==> config.mk <==
export PLATFORM = sky130hd
export DESIGN_NAME = face_classifier_dot_acc
export DESIGN_NICKNAME = d
export VERILOG_FILES = /design/src/rtl/face_classifier_pkg.sv /design/src/rtl/face_classifier_dot_acc_prod.sv /design/src/rtl/face_classifier_dot_acc.sv
export SDC_FILE = /design/constraint.sdc
export NUM_CORES = 1
export LEC_CHECK = 0
export CAP_MARGIN = 20
export CELL_PAD_IN_SITES_DETAIL_PLACEMENT = 1
export CELL_PAD_IN_SITES_GLOBAL_PLACEMENT = 1
export CORE_MARGIN = 2
export CORE_UTILIZATION = 25
export CTS_CLUSTER_DIAMETER = 150
export DETAILED_ROUTE_END_ITERATION = 10
export PLACE_DENSITY = 0.52
export RECOVER_POWER = 100
export SYNTH_ARGS = -nofsm -noshare
export SYNTH_HDL_FRONTEND = slang
export SYNTH_HIERARCHICAL = 1
export SYNTH_SLANG_ARGS = --single-unit
==> constraint.sdc <==
create_clock -name ap_clk -period 5.1 [get_ports ap_clk]
set_clock_uncertainty 0.05 [all_clocks]
set_input_delay 0.51 -clock ap_clk [delete_from_list [all_inputs] [get_ports ap_clk]]
set_output_delay 0.51 -clock ap_clk [all_outputs]
set_load 0.01 [all_outputs]
==> src/rtl/face_classifier_pkg.sv <==
// Shared definitions for the face classifier dot-product accumulator:
// default widths, the result-FSM state type and the saturation helper.
package face_classifier_pkg;

    localparam int DATA_W_DEF    = 12;
    localparam int ACC_W_DEF     = 24;
    localparam int MAX_TERMS_DEF = 64;

    typedef enum logic [0:0] {
        ACCUM = 1'b0,
        HOLD  = 1'b1
    } state_t;

    // Overflow detector for a two's-complement add of equal-width operands.
    // Bit 1 flags a positive overflow (clamp to max), bit 0 a negative one (clamp to min).
    function automatic logic [1:0] sat_add(input logic aMsb, input logic bMsb, input logic sumMsb);
        logic [1:0] dir;
        dir    = 2'b00;
        dir[1] = !aMsb && !bMsb && sumMsb;
        dir[0] = aMsb && bMsb && !sumMsb;
        return dir;
    endfunction

endpackage

==> src/rtl/face_classifier_dot_acc_prod.sv <==
// Combinational signed truncating multiplier: keeps only the low DATA_W bits
// of the product so it wraps exactly like the upstream multiplier stage.
module face_classifier_dot_acc_prod
    import face_classifier_pkg::*;
#(
    parameter int DATA_W = DATA_W_DEF
) (
    input  logic [DATA_W-1:0] i_pixel,
    input  logic [DATA_W-1:0] i_weight,
    output logic [DATA_W-1:0] o_prod
);

    // A DATA_W-wide multiply yields exactly the wrapped low bits of the full product.
    assign o_prod = $signed(i_pixel) * $signed(i_weight);

endmodule

==> src/rtl/face_classifier_dot_acc.sv <==
// Streaming dot-product accumulator: multiplies (pixel, weight) pairs, sums
// them with signed saturation per feature vector and hands the result to the
// decision logic over a valid/ready interface.
module face_classifier_dot_acc
    import face_classifier_pkg::*;
#(
    parameter int DATA_W    = DATA_W_DEF,
    parameter int ACC_W     = ACC_W_DEF,
    parameter int MAX_TERMS = MAX_TERMS_DEF,
    localparam int CNT_W    = $clog2(MAX_TERMS + 1)
) (
    input  logic              ap_clk,
    input  logic              ap_rst_n,
    input  logic              in_valid,
    output logic              in_ready,
    input  logic [DATA_W-1:0] in_pixel,
    input  logic [DATA_W-1:0] in_weight,
    input  logic              in_last,
    output logic              out_valid,
    input  logic              out_ready,
    output logic [ACC_W-1:0]  out_sum,
    output logic [CNT_W-1:0]  out_count,
    output logic              out_ovf,
    output logic              out_trunc
);

    localparam logic [ACC_W-1:0] SAT_MAX = {1'b0, {(ACC_W-1){1'b1}}};
    localparam logic [ACC_W-1:0] SAT_MIN = {1'b1, {(ACC_W-1){1'b0}}};

    logic [DATA_W-1:0] w_prod;
    logic              w_inFire;
    logic              w_outFire;
    logic              w_lastEff;
    logic [ACC_W-1:0]  w_prodExt;
    logic [ACC_W-1:0]  w_sum;
    logic [1:0]        w_satDir;
    logic [ACC_W-1:0]  w_satSum;

    logic              r_alive;
    logic              r_busy;
    logic [CNT_W-1:0]  r_inCount;
    logic              r_s1Valid;
    logic [DATA_W-1:0] r_s1Prod;
    logic              r_s1Last;
    logic              r_s1Trunc;
    logic [ACC_W-1:0]  r_acc;
    logic [CNT_W-1:0]  r_count;
    logic              r_ovf;
    logic              r_s2Last;
    logic              r_s2Trunc;
    state_t            r_state;
    logic              r_outValid;
    logic [ACC_W-1:0]  r_outSum;
    logic [CNT_W-1:0]  r_outCount;
    logic              r_outOvf;
    logic              r_outTrunc;

    face_classifier_dot_acc_prod #(.DATA_W(DATA_W)) u_prod (
        .i_pixel  (in_pixel),
        .i_weight (in_weight),
        .o_prod   (w_prod)
    );

    // in_ready stays low in reset and from the closing beat until the result drains.
    assign in_ready  = r_alive && !r_busy;
    assign w_inFire  = in_valid && in_ready;
    assign w_outFire = r_outValid && out_ready;
    assign w_lastEff = in_last || ((r_inCount + CNT_W'(1)) == CNT_W'(MAX_TERMS));

    assign w_prodExt = ACC_W'($signed(r_s1Prod));
    assign w_sum     = r_acc + w_prodExt;
    assign w_satDir  = sat_add(r_acc[ACC_W-1], w_prodExt[ACC_W-1], w_sum[ACC_W-1]);
    assign w_satSum  = w_satDir[1] ? SAT_MAX : (w_satDir[0] ? SAT_MIN : w_sum);

    assign out_valid = r_outValid;
    assign out_sum   = r_outSum;
    assign out_count = r_outCount;
    assign out_ovf   = r_outOvf;
    assign out_trunc = r_outTrunc;

    // Input side: count accepted beats of the open vector and block new beats once it is closed.
    always_ff @(posedge ap_clk or negedge ap_rst_n) begin
        if (!ap_rst_n) begin
            r_alive   <= 1'b0;
            r_busy    <= 1'b0;
            r_inCount <= '0;
        end else begin
            r_alive <= 1'b1;
            if (w_inFire) begin
                if (w_lastEff) begin
                    r_inCount <= '0;
                    r_busy    <= 1'b1;
                end else begin
                    r_inCount <= r_inCount + CNT_W'(1);
                end
            end else if (w_outFire) begin
                r_busy <= 1'b0;
            end
        end
    end

    // Stage 1: register the wrapped product and end-of-vector flags of each accepted beat.
    always_ff @(posedge ap_clk or negedge ap_rst_n) begin
        if (!ap_rst_n) begin
            r_s1Valid <= 1'b0;
            r_s1Prod  <= '0;
            r_s1Last  <= 1'b0;
            r_s1Trunc <= 1'b0;
        end else begin
            r_s1Valid <= w_inFire;
            if (w_inFire) begin
                r_s1Prod  <= w_prod;
                r_s1Last  <= w_lastEff;
                r_s1Trunc <= w_lastEff && !in_last;
            end
        end
    end

    // Stage 2: saturating accumulate; the running sum is cleared once the result is taken.
    always_ff @(posedge ap_clk or negedge ap_rst_n) begin
        if (!ap_rst_n) begin
            r_acc     <= '0;
            r_count   <= '0;
            r_ovf     <= 1'b0;
            r_s2Last  <= 1'b0;
            r_s2Trunc <= 1'b0;
        end else begin
            r_s2Last  <= r_s1Valid && r_s1Last;
            r_s2Trunc <= r_s1Valid && r_s1Trunc;
            if (w_outFire) begin
                r_acc   <= '0;
                r_count <= '0;
                r_ovf   <= 1'b0;
            end else if (r_s1Valid) begin
                r_acc   <= w_satSum;
                r_count <= r_count + CNT_W'(1);
                r_ovf   <= r_ovf || (|w_satDir);
            end
        end
    end

    // Result FSM: publish the finished vector and hold it stable until the consumer accepts it.
    always_ff @(posedge ap_clk or negedge ap_rst_n) begin
        if (!ap_rst_n) begin
            r_state    <= ACCUM;
            r_outValid <= 1'b0;
            r_outSum   <= '0;
            r_outCount <= '0;
            r_outOvf   <= 1'b0;
            r_outTrunc <= 1'b0;
        end else begin
            case (r_state)
                ACCUM: begin
                    if (r_s2Last) begin
                        r_outSum   <= r_acc;
                        r_outCount <= r_count;
                        r_outOvf   <= r_ovf;
                        r_outTrunc <= r_s2Trunc;
                        r_outValid <= 1'b1;
                        r_state    <= HOLD;
                    end
                end
                HOLD: begin
                    if (out_ready) begin
                        r_outValid <= 1'b0;
                        r_state    <= ACCUM;
                    end
                end
                default: r_state <= ACCUM;
            endcase
        end
    end

endmodule

==> results of run 1 <==
[per-layer routing]
| metal | global-route usage | vias to the layer above | routed length, um |
|---|---|---|---|
| met2 | 0.226 | 48 | 9360 |
| met5 | 0 | - | 0 |
| li1 | - | 2677 | - |
| met1 | 0.164 | 2630 | 8680 |
| met4 | 0.0274 | 0 | 189 |
| met3 | 0.0148 | 12 | 312 |
[synth_stat cells, types with 2 or more instances]
library cell | count | share of area
a41oi_1 | 2 | 0.0024
a31o_2 | 3 | 0.0036
nand2_2 | 2 | 0.0017
clkbuf_8 | 2 | 0.0038
and2_1 | 39 | 0.033
inv_1 | 72 | 0.037
fa_1 | 40 | 0.11
a211oi_1 | 7 | 0.0072
a21o_1 | 12 | 0.012
or2_2 | 2 | 0.0017
xnor2_1 | 33 | 0.040
o211ai_1 | 3 | 0.0031
a221o_1 | 22 | 0.030
buf_6 | 4 | 0.0062
a31oi_1 | 3 | 0.0026
dfrtp_1 | 93 | 0.32
clkbuf_1 | 16 | 0.0082
o21bai_1 | 3 | 0.0031
nand3_1 | 10 | 0.0069
or3_1 | 5 | 0.0043
mux2i_1 | 7 | 0.0096
a22o_1 | 2 | 0.0024
buf_2 | 2 | 0.0014
xor2_1 | 12 | 0.014
o21a_1 | 5 | 0.0051
and2_2 | 4 | 0.0041
nor2_1 | 16 | 0.0082
mux2_2 | 33 | 0.051
nor2b_1 | 3 | 0.0026
ha_1 | 62 | 0.11
nand4_1 | 5 | 0.0043
a21o_2 | 3 | 0.0036
nand2_1 | 102 | 0.052
xnor3_1 | 2 | 0.0062
nand2b_1 | 3 | 0.0026
nor3_1 | 7 | 0.0048
and3_1 | 9 | 0.0077
buf_4 | 2 | 0.0021
o21ai_0 | 27 | 0.019
a21oi_1 | 30 | 0.021
[power by group]
part	internal [W]	leakage [nW]	switching [W]
logic	0.00128	3.00	0.00137
registers	0.000982	1.22	0.000190
clock network	0.000454	0.168	0.000320
total	0.00272	4.39	0.00188
[final timing paths]
kind | from | end | slack (ns) | depth (start not counted)
max in group asynchronous | ap_rst_n | r_s1Last$_DFFE_PN0P_ | 1.44 | 2
setup / recovery | in_weight[5] | r_s1Prod[11]$_DFFE_PN0P_ | 0.31 | 18
hold reg to reg | r_s1Last$_DFFE_PN0P_ | r_s1Last$_DFFE_PN0P_ | 0.43 | 1
hold / removal | r_s1Last$_DFFE_PN0P_ | r_s1Last$_DFFE_PN0P_ | 0.43 | 1
setup reg to reg | r_s1Prod[11]$_DFFE_PN0P_ | r_acc[9]$_DFFE_PN0P_ | 0.82 | 8
min in group asynchronous | ap_rst_n | r_count[6]$_DFFE_PN0P_ | 1.22 | 1
[layout make-up]
class | instances | area [sq um] | area share
Multi-Input combinational cell | 541 | 4530 | 0.511
Sequential cell | 93 | 2330 | 0.262
Timing Repair Buffer | 103 | 921 | 0.104
Tap cell | 384 | 480 | 0.0541
Inverter | 73 | 274 | 0.0309
Clock buffer | 10 | 239 | 0.0269
Clock inverter | 6 | 100 | 0.0113
[logic make-up (layout without fill, tap and decap cells)]
group / Yosys count / after routing / share of synthesized area
xor gates and xnor gates: 48 / 48 / 0.0624
buffers and inverters: 99 / 192 / 0.0592
DFF: 93 / 93 / 0.319
AOI/OAI and AO/OA: 134 / 134 / 0.136
and+or+nand+nor: 216 / 216 / 0.146
other: 1 / 1 / 0.000514
muxes: 40 / 40 / 0.0605
adders and majority gates: 102 / 102 / 0.216
[flip-flops by register name, summed over array words and instances, names as in the netlist, 7 cells and up]
signal     flops
r_acc         24
out_count      7
r_inCount      7
r_s1Prod      12
r_count        7
out_sum       24
[metrics by stage]
stage | hold slack, ns | total power, W | setup slack (ns)
after floorplan | 0.164 | 0.00310 | 0.434
after global placement | 0.412 | 0.00394 | -0.203
after detailed placement | 0.419 | 0.00397 | -0.317
after CTS | 0.216 | 0.00478 | 0.0724
after global routing | 0.446 | 0.00506 | 0.0305
final | 0.432 | 0.00459 | 0.310
==> qor.yml, run 1 <==
ctsResizeCount: 0
dr.pass1.iters: 4
fin_tns_setup_ns: 0
antenna_found_initial: 0
grt_start_max_net_pins: 60
critPathBufInv: 5
synth_edf_count: 0
syn-num-nets: 864
clock_path_buffers: 2
critPathTopFamily: "adder cells"
netlist_area_sq_um: 7300
relSlewSlack: -1.22
seq_area_frac_synth: 0.319
wire_per_inst_um: 15.3
diodes: 0
hold_viol: 0
numCtsBuffers: 9
final_cell_mix: "nand2_1, dfrtp_1, inv_1, ha_1"
synthArstFlopShare: 1.00
crit_type: "in2reg"
cts_tree: "done"
nNetsFinal: 952
crit_arrival_ns: 4.96
die_h_um: 175
die-area_sq_um: 30600
final_core_util: 0.309
start_util: 0.254
routabilityCongestion: 0.765
dr.first_iter.drc_count: 164
leakage_nw: 4.39
path_max_fanout: 2
dieWidth_um: 175
slew_viol_final: 120
holdBufCountCts: 0
power_density_nw_per_um2: 518
tightest_slew_ns: 3.33
syn_to_final_growth_pct: 21.6
synth_area_per_cell_sq_um: 9.95
clock_latency_ns: 0.35
fin_cells: 1210
row_count: 62
layout_commonest_cell: "nand2_1"
num_vias: 5367
rsz0062_at_grt: "no"
period_share: 0.939
drc: 0
ios: 64
cts_sinks: 93
ys_ff_latch: 93
port_buffers: 63
hpwlAfterDp_um: 14500
drive_gt1_frac: 0.137
htree_levels: 3
ant_nets: 0
stdcell_area_sq_um: 8870
post_cts_buffers: 0
ys.flop_type: "dfrtp_1"
dpl-instance-area_sq_um: 8550
cts_root_buffer: "clkbuf_16"
routed_wl_um: 18500
dp_cells: 1194
slowest_stage: "fa_1"
hp-class: "reg2reg"
violations: "max-capacitance violations, max-slew violations"
grt_pass1_wl_um: 31200
drv_cap: 3
setup_viol: 0
crit_path_max_incr_delay_ns: 0.54
cp-end-kind: "register"
overflow: 0
via_per_inst: 4.44
n_fill_cell: 3298
yosysUniqueCellTypes: 64
synth_cells: 733
grt_pass1_vias: 5860
track_usage: 0.127
peakVddDrop_mv: 0.208
status: "complete, but fails checks"
path_cells: "clkdlybuf4s50_1 > nand2_1 > fa_1 > inv_1 > fa_1 > inv_1 > fa_1 > inv_1 > fa_1 > inv_1 > fa_2 > xnor2_2 > xnor2_1 > xnor2_1 > xnor3_1 > xnor3_1 > nand2_1 > o21ai_0"
fmax_mhz: 209
synth_warnings: 6
clk_pin_slew_ns: 0.07
core_region_area_sq_um: 28700
period_minus_slack_ns: 4.79
required_ns: 5.27
start_kind: "input pin"
Note: power is estimated with default switching activity, not from simulation.
==> run 2: changes to the inputs <==
- ABC_CLOCK_PERIOD_IN_PS: not set -> 5500
- CAP_MARGIN: 20 -> not set
- clock period: 5.1 -> 5.5 ns (I/O delays scaled with it)
==> run 2 against run 1 <==
Against the previous run:
- the run still ends with max-capacitance violations, max-slew violations left
- non-clock buffer count decreased by 20
- global-route usage is 0.21 points lower
- via count is 0.69% higher
- largest power group unchanged
- highest routed layer unchanged
- largest cell class unchanged
- sequential power fell by 7%
- critical path depth down 1
==> qor.yml, run 2 (synthesized netlist as in run 1, its figures left out) <==
peakVddDrop_mv: 0.135
required_ns: 5.67
r2r_end: "r_acc[0]$_DFFE_PN0P_"
ios: 64
wire_per_inst_um: 15.3
holdBufCountCts: 0
cts_sinks: 93
hp-class: "reg2reg"
min_to: "r_s1Last$_DFFE_PN0P_"
power_density_nw_per_um2: 476
grt_pass1_wl_um: 30700
r2r_cells: 8
dpl-instance-area_sq_um: 8400
core_region_area_sq_um: 28700
nNetsFinal: 932
htree_levels: 3
drive_gt1_frac: 0.110
drc: 0
fin_tns_setup_ns: 0
fmax_mhz: 198
drv_cap: 3
power_w: 0.00413
rsz0062_at_grt: "no"
routabilityCongestion: 0.789
leakage_nw: 4.23
num_vias: 5404
whs_path_depth: 1
post_cts_buffers: 0
seq_area_sq_um: 2330
slew_viol_final: 124
overflow: 0
clock_path_buffers: 2
syn_to_final_growth_pct: 18.8
die_h_um: 175
track_usage: 0.125
multiInputGateArea_sq_um: 4520
diodes: 0
rrSetupSlack_ns: 1.26
crit_type: "in2reg"
path_max_fanout: 8
r2r_start: "r_s1Prod[11]$_DFFE_PN0P_"
clock_latency_ns: 0.35
status: "complete, but fails checks"
dieWidth_um: 175
antenna_found_initial: 0
layout_commonest_cell: "nand2_1"
dr.first_iter.drc_count: 162
grt_pass1_vias: 5785
hold_viol: 0
via_per_inst: 4.54
start_kind: "input pin"
cts_tree: "done"
stdcell_area_sq_um: 8670
clk_pin_slew_ns: 0.07
relSlewSlack: -1.26
row_count: 62
setup_viol: 0
hold_ws_ns: 0.430
violations: "max-capacitance violations, max-slew violations"
routed_wl_um: 18200
final_cell_mix: "nand2_1, dfrtp_1, inv_1, ha_1, fa_1"
die-area_sq_um: 30600
port_buffers: 63
crit_arrival_ns: 5.22
cts_root_buffer: "clkbuf_16"
grt_start_max_net_pins: 64
ctsResizeCount: 0
min_from: "r_s1Last$_DFFE_PN0P_"
dr.pass1.iters: 4
period_share: 0.918
tightest_slew_ns: 3.39
start_util: 0.254
hpwlAfterDp_um: 14200
numCtsBuffers: 9
period_minus_slack_ns: 5.05
ant_nets: 0
n_fill_cell: 3312
cp-end-kind: "register"
-- run 2: stage by stage --
step	cells	utilization	setup WS, ns
floorplan	733	-	0.794
global placement	1174	0.293	0.103
detailed placement	1174	0.293	0.0755
CTS	1190	0.303	0.428
global route	1190	0.302	0.162
finish	1190	0.302	0.449
-- run 2: cell type report --
type,instances,area share
well taps,384,0.0554
flip-flops and latches,93,0.268
clock buffers,9,0.0260
repair buffers,83,0.0873
clock inverters,7,0.0101
inverters,73,0.0316
multi-input cells,541,0.521
-- run 2: worst max-delay path by stage --
stage | startpoint | end | slack [ns] | cells after the start
3_5_place_dp | in_pixel[2] | r_s1Prod[11]$_DFFE_PN0P_ | 0.08 | 21
6_report | in_weight[1] | r_s1Prod[11]$_DFFE_PN0P_ | 0.45 | 17
3_3_place_gp | in_weight[1] | r_s1Prod[11]$_DFFE_PN0P_ | 0.10 | 17
2_1_floorplan | in_pixel[1] | r_s1Prod[11]$_DFFE_PN0P_ | 0.79 | 17
4_1_cts | in_pixel[2] | r_s1Prod[11]$_DFFE_PN0P_ | 0.43 | 21
5_1_grt | in_weight[1] | r_s1Prod[11]$_DFFE_PN0P_ | 0.16 | 21
-- run 2: report_power, final --
part	internal [W]	switching, W
Sequential	0.000911	0.000179
Clock	0.000364	0.000305
Combinational	0.00113	0.00125
-- run 2: per-layer routing --
metal / vias to the layer above / share of wire / routed length, um / track usage
li1: 2630 / - / - / -
met1: 2714 / 0.47 / 8520 / 0.163
met2: 48 / 0.51 / 9220 / 0.222
met3: 12 / 0.014 / 259 / 0.0131
met4: 0 / 0.0097 / 176 / 0.0281
met5: - / 0 / 0 / 0
-- run 2: worst max-delay path, stage by stage --
cell and delay (ns):
dlygate4sd3_1 0.71, and2_0 0.21, fa_1 0.43, ha_1 0.34, fa_1 0.51, inv_1 0.05
fa_1 0.46, fa_1 0.54, inv_1 0.04, ha_1 0.30, a21o_1 0.16, a21oi_1 0.13
clkbuf_1 0.15, o21ai_0 0.11, xnor3_1 0.37, nand2_1 0.06, o21ai_0 0.09
